==> src/rtl/kb_debounce_repeat.sv <==
// Multi-channel key debouncer: synchroniser, shared sample tick, per-channel
// stability filter and typematic auto-repeat with pressed/released/repeat pulses.
module kb_debounce_repeat #(
  parameter int               WIDTH        = 8,
  parameter int               TICK_DIV     = 250000,
  parameter int               STABLE_TICKS = 4,
  parameter int               REPEAT_DELAY = 100,
  parameter int               REPEAT_RATE  = 20,
  parameter logic [WIDTH-1:0] REPEAT_EN    = {WIDTH{1'b1}},
  parameter int               SYNC_STAGES  = 2
) (
  input  logic             clk,
  input  logic             rst_n,
  input  logic [WIDTH-1:0] raw,
  output logic [WIDTH-1:0] level,
  output logic [WIDTH-1:0] pressed,
  output logic [WIDTH-1:0] released,
  output logic [WIDTH-1:0] repeat_p,
  output logic             any_active
);

  localparam int TW   = (TICK_DIV > 1) ? $clog2(TICK_DIV) : 1;
  localparam int SW   = (STABLE_TICKS > 1) ? $clog2(STABLE_TICKS) : 1;
  localparam int RMAX = (REPEAT_DELAY > REPEAT_RATE) ? REPEAT_DELAY : REPEAT_RATE;
  localparam int RW   = (RMAX > 1) ? $clog2(RMAX) : 1;

  localparam logic [TW-1:0] TICK_LAST = TW'(TICK_DIV - 1);
  localparam logic [SW-1:0] STAB_LAST = SW'(STABLE_TICKS - 1);
  // One extra bit so the incremented count can equal the full period
  // even when it is a power of two.
  localparam logic [RW:0]   DELAY_END = (RW + 1)'(REPEAT_DELAY);
  localparam logic [RW:0]   RATE_END  = (RW + 1)'(REPEAT_RATE);

  localparam logic [1:0] IDLE   = 2'd0;
  localparam logic [1:0] DELAY  = 2'd1;
  localparam logic [1:0] REPEAT = 2'd2;

  logic [WIDTH-1:0] sync_stage [SYNC_STAGES];
  logic [WIDTH-1:0] sync;
  logic [TW-1:0]    tick_cnt;
  logic             tick;

  always_ff @(posedge clk or negedge rst_n) begin
    if (!rst_n) begin
      for (int s = 0; s < SYNC_STAGES; s++) begin
        sync_stage[s] <= '0;
      end
    end else begin
      sync_stage[0] <= raw;
      for (int s = 1; s < SYNC_STAGES; s++) begin
        sync_stage[s] <= sync_stage[s-1];
      end
    end
  end

  assign sync = sync_stage[SYNC_STAGES-1];
  assign tick = (tick_cnt == TICK_LAST);

  always_ff @(posedge clk or negedge rst_n) begin
    if (!rst_n) begin
      tick_cnt <= '0;
    end else if (tick) begin
      tick_cnt <= '0;
    end else begin
      tick_cnt <= tick_cnt + TW'(1);
    end
  end

  genvar gi;
  generate
    for (gi = 0; gi < WIDTH; gi++) begin : g_ch
      logic [SW-1:0] stab_cnt;
      logic [RW-1:0] rep_cnt;
      logic [RW:0]   rep_inc;
      logic [1:0]    state;
      logic          level_q;
      logic          pressed_q;
      logic          released_q;
      logic          repeat_q;
      logic          differ;
      logic          accept;
      logic          accept_press;
      logic          accept_release;

      assign differ         = sync[gi] ^ level_q;
      assign accept         = tick & differ & (stab_cnt == STAB_LAST);
      assign accept_press   = accept & sync[gi];
      assign accept_release = accept & ~sync[gi];
      assign rep_inc        = {1'b0, rep_cnt} + (RW + 1)'(1);

      // Any tick that agrees with the current level restarts the count,
      // so only an unbroken run of disagreeing ticks flips the level.
      always_ff @(posedge clk or negedge rst_n) begin
        if (!rst_n) begin
          stab_cnt   <= '0;
          level_q    <= 1'b0;
          pressed_q  <= 1'b0;
          released_q <= 1'b0;
        end else begin
          pressed_q  <= 1'b0;
          released_q <= 1'b0;
          if (tick) begin
            if (!differ) begin
              stab_cnt <= '0;
            end else if (stab_cnt == STAB_LAST) begin
              stab_cnt   <= '0;
              level_q    <= sync[gi];
              pressed_q  <= sync[gi];
              released_q <= ~sync[gi];
            end else begin
              stab_cnt <= stab_cnt + SW'(1);
            end
          end
        end
      end

      // The release tick itself never advances the repeat counter.
      always_ff @(posedge clk or negedge rst_n) begin
        if (!rst_n) begin
          state    <= IDLE;
          rep_cnt  <= '0;
          repeat_q <= 1'b0;
        end else begin
          repeat_q <= 1'b0;
          case (state)
            IDLE: begin
              if (accept_press && REPEAT_EN[gi]) begin
                state   <= DELAY;
                rep_cnt <= '0;
              end
            end
            DELAY: begin
              if (accept_release) begin
                state   <= IDLE;
                rep_cnt <= '0;
              end else if (tick) begin
                if (rep_inc == DELAY_END) begin
                  repeat_q <= 1'b1;
                  state    <= REPEAT;
                  rep_cnt  <= '0;
                end else begin
                  rep_cnt <= rep_inc[RW-1:0];
                end
              end
            end
            REPEAT: begin
              if (accept_release) begin
                state   <= IDLE;
                rep_cnt <= '0;
              end else if (tick) begin
                if (rep_inc == RATE_END) begin
                  repeat_q <= 1'b1;
                  rep_cnt  <= '0;
                end else begin
                  rep_cnt <= rep_inc[RW-1:0];
                end
              end
            end
            default: begin
              state   <= IDLE;
              rep_cnt <= '0;
            end
          endcase
        end
      end

      assign level[gi]    = level_q;
      assign pressed[gi]  = pressed_q;
      assign released[gi] = released_q;
      assign repeat_p[gi] = repeat_q;
    end
  endgenerate

  always_ff @(posedge clk or negedge rst_n) begin
    if (!rst_n) begin
      any_active <= 1'b0;
    end else begin
      any_active <= |level;
    end
  end

endmodule

==> config.mk <==
export PLATFORM = sky130hd
export DESIGN_NAME = kb_debounce_repeat
export DESIGN_NICKNAME = d
export VERILOG_FILES = /design/src/rtl/kb_debounce_repeat.sv
export SDC_FILE = /design/constraint.sdc
export NUM_CORES = 1
export LEC_CHECK = 0
export BUFFER_PORTS_ARGS = -buffer_cell sky130_fd_sc_hd__buf_2
export CAP_MARGIN = 0
export CELL_PAD_IN_SITES_DETAIL_PLACEMENT = 0
export CELL_PAD_IN_SITES_GLOBAL_PLACEMENT = 1
export CORE_AREA = 2 2 172 174
export CTS_BUF_LIST = sky130_fd_sc_hd__clkbuf_2 sky130_fd_sc_hd__clkbuf_4 sky130_fd_sc_hd__clkbuf_8
export CTS_CLUSTER_SIZE = 28
export DETAILED_ROUTE_END_ITERATION = 10
export DIE_AREA = 0 0 174 176
export PLACE_DENSITY_LB_ADDON = 0.1
export SYNTH_ARGS = -nofsm -noshare
export SYNTH_HDL_FRONTEND = slang
export SYNTH_SLANG_ARGS = --single-unit
==> constraint.sdc <==
create_clock -name clk -period 2.3 [get_ports clk]
set_clock_uncertainty 0.05 [all_clocks]
set_input_delay 0.23 -clock clk [delete_from_list [all_inputs] [get_ports clk]]
set_output_delay 0.23 -clock clk [all_outputs]
set_load 0.01 [all_outputs]
==> impl_metrics.env <==
export IMPL_status="finished, violations left"
export IMPL_failed_checks="negative setup slack"
export IMPL_crit_path_top_delay_cell="or4b_4"
export IMPL_async_flop_share_pct=100.0
export IMPL_yosys_warnings=0
export IMPL_place_inst=1412
export IMPL_numCtsBuffers=17
export IMPL_clk_latency_ps=450
export IMPL_ff_latch_area_mm2=0.003879
export IMPL_hold_viol=0
export IMPL_die_h_um=176
export IMPL_rows=62
export IMPL_io_pins=43
export IMPL_dp_hpwl_um=16690
export IMPL_clockBufferDepth=2
export IMPL_worst_slew_pin_slew_ps=524.6
export IMPL_routabilityCongestion=0.7638
export IMPL_vdd_drop_max_mv=0.2902
export IMPL_crit_fanout=3
export IMPL_postRouteAntennaNets=0
export IMPL_drt_iter0_markers=415
export IMPL_synthCells=930
export IMPL_drt_first_pass_iters=5
export IMPL_holdWs_ps=246.6
export IMPL_arrival_ps=2710
export IMPL_clkTransAtPathRegs_ps=100
export IMPL_synth_area_leaders="dfrtp_1, ha_1, nand2_1"
export IMPL_synth_common_cells="dfrtp_1, nand2_1, nor2_1"
export IMPL_rsz0062_at_grt="yes"
export IMPL_crit_chain="or4b_4 > or3_4 > buf_6 > o31a_1 > a21oi_2 > o21ai_2 > mux2_4"
export IMPL_grt_max_degree=52
export IMPL_cts_sinks=155
export IMPL_via_per_inst=4.978
export IMPL_coreArea_mm2=0.02855
export IMPL_critPathMaxStageDelay_ps=550
export IMPL_worstPathRequired_ps=2590
export IMPL_max_slew_margin_rel_pct=65.02
export IMPL_fmax_ghz=0.4142
export IMPL_cts_root_buf="clkbuf_8"
export IMPL_vias=7382
export IMPL_synth_avg_cell_area_um2=9.463
export IMPL_groute_usage_overall_pct=15.36
export IMPL_io_buffers=42
export IMPL_critPathTopFamily="simple AND/OR/NAND/NOR gates"
export IMPL_maxCapViolations=0
export IMPL_grt_ovfl_total=0
export IMPL_diodes=0
export IMPL_drc=0
export IMPL_critical_path_class="reg2reg"
export IMPL_drv_slew=0
export IMPL_p_leak_uw=0.005065
export IMPL_ys_ff_latch=155
export IMPL_stdcell_count=1483
export IMPL_cellPowerDensity_mw_per_mm2=417.0
export IMPL_wl_per_cell_um=15.71
export IMPL_cts_htree_levels=4
export IMPL_grt_pass1_wl_um=37540
export IMPL_grt_pass1_vias=7147
export IMPL_critPathLaunchType="register"
export IMPL_multi_input_area_mm2=0.005094
export IMPL_cp_buffers_inverters=1
export IMPL_n_fill_cell=2879
export IMPL_ys_seq_area_share_pct=44.07
export IMPL_die_w_um=174
export IMPL_postRouteWirelength_um=23300
export IMPL_syn_to_final_growth_pct=32.27
export IMPL_crit_path_end_kind="register"
export IMPL_min_period_over_period_pct=105.0
export IMPL_nets=1137
export IMPL_antenna_found_initial=0
export IMPL_min_period_ps=2414
export IMPL_cts_tree="yes"
export IMPL_synth_edff_count=0
export IMPL_drive_gt1_share_pct=32.94
export IMPL_syn_cell_area_mm2=0.008801
export IMPL_initial_utilization_pct=30.83
export IMPL_synth_ff_type="dfrtp_1"
export IMPL_syn_nets=981
export IMPL_final_setup_viol_count=28
export IMPL_hold_class="in2async"
export IMPL_worst_slack_ps=-114.1
export IMPL_synth_top_area_share_pct=44.07
export IMPL_synth_most_common_cell="dfrtp_1"
export IMPL_yosysTopAreaCell="dfrtp_1"
export IMPL_dieArea_mm2=0.03062
export IMPL_ys_types=77
[report_power, final]
part           leakage, uW  switching (uW)  total (uW)  internal, uW
Combinational      0.00277            68.1         101          32.7
Sequential         0.00211            12.7        2750          2740
Clock             0.000179            1070        2000           931
[cells by family (layout without fill, tap and decap cells)]
| group | count (synthesis) | in the layout | share of synthesized area, % |
|---|---|---|---|
| simple gates | 375 | 375 | 22.85 |
| compound gates | 218 | 218 | 17.00 |
| flops | 155 | 155 | 44.07 |
| buf+inv | 105 | 274 | 6.170 |
| fa+ha+maj | 41 | 41 | 5.829 |
| xor+xnor | 20 | 20 | 1.990 |
| mux | 16 | 16 | 2.090 |
[final timing paths]
check / from / to / slack (ps) / cells after the start
max reg2reg: tick_cnt[4] / g_ch[3].state[0] / -110 / 7
max: tick_cnt[4] / g_ch[3].state[0] / -110 / 7
min in group clk: sync_stage[10] / sync[2] / 300 / 0
min reg2reg: sync_stage[10] / sync[2] / 300 / 0
max in group asynchronous: rst_n / sync_stage[11] / 1220 / 3
min: rst_n / g_ch[0].rep_cnt[1] / 250 / 2
[per-layer routing]
layer	global-route usage [%]	vias to the layer above	routed length (um)
li1	-	3671	-
met1	21.21	3598	11510
met2	25.07	97	10920
met3	2.907	16	647
met4	3.431	0	223
met5	0	-	0
[final cells by class]
cell class                      instances  share of cell area (%)
Clock buffer                           22                   2.386
Sequential cell                       155                   33.32
Tap cell                              384                   4.127
Multi-Input combinational cell        670                   43.76
Clock inverter                         10                  0.8169
Inverter                               43                   1.386
Timing Repair Buffer                  199                   14.21
[state kept, by name (all words and copies together), names as in the netlist]
register and flops:
any_active 1, g_ch.level_q 8, g_ch.pressed_q 8, g_ch.released_q 8
g_ch.rep_cnt 56, g_ch.repeat_q 8, g_ch.stab_cnt 16, g_ch.state 16
sync 8, sync_stage 8, tick_cnt 18
[cells in the final DEF (no fill, tap or decap), types with 9 or more instances in the layout]
cell / n
a21o_1: 11
and3_1: 13
nand2_1: 85
dfrtp_1: 155
o21ai_2: 13
nand4_1: 12
nor2_1: 49
dlygate4sd3_1: 9
mux2_2: 9
o21ai_0: 17
ha_1: 40
buf_2: 41
nand3_1: 55
o21ai_1: 27
clkbuf_8: 18
nand3b_1: 15
nor2b_1: 17
xor2_1: 9
inv_1: 43
nor3b_1: 12
buf_4: 109
xnor2_1: 11
buf_6: 28
nor3_1: 21
a21oi_1: 30
[stage by stage]
stage               setup WS [ps]  power, uW  util [%]  instance area, um^2  TNS, ps
CTS                        -146.1       4955     38.62                11030    -1310
global placement           -270.4       2899     35.51                10140    -8317
detailed placement         -310.4       2898     35.51                10140   -10230
floorplan                  -161.7       2811         -                 8886   -569.2
global route               -187.5       5102     40.78                11640    -4860
finish                     -114.1       4855     40.78                11640    -1188
[timing repair]
item,in CTS,in global routing
endpoints found under the setup margin,89,89
gates cloned,0,1
hold endpoints to repair,53,0
resized for setup,73,106
hold buffers,9,0
pin swaps,22,38
buffers inserted,14,16
No activity file was read; power rests on OpenSTA's default activity.
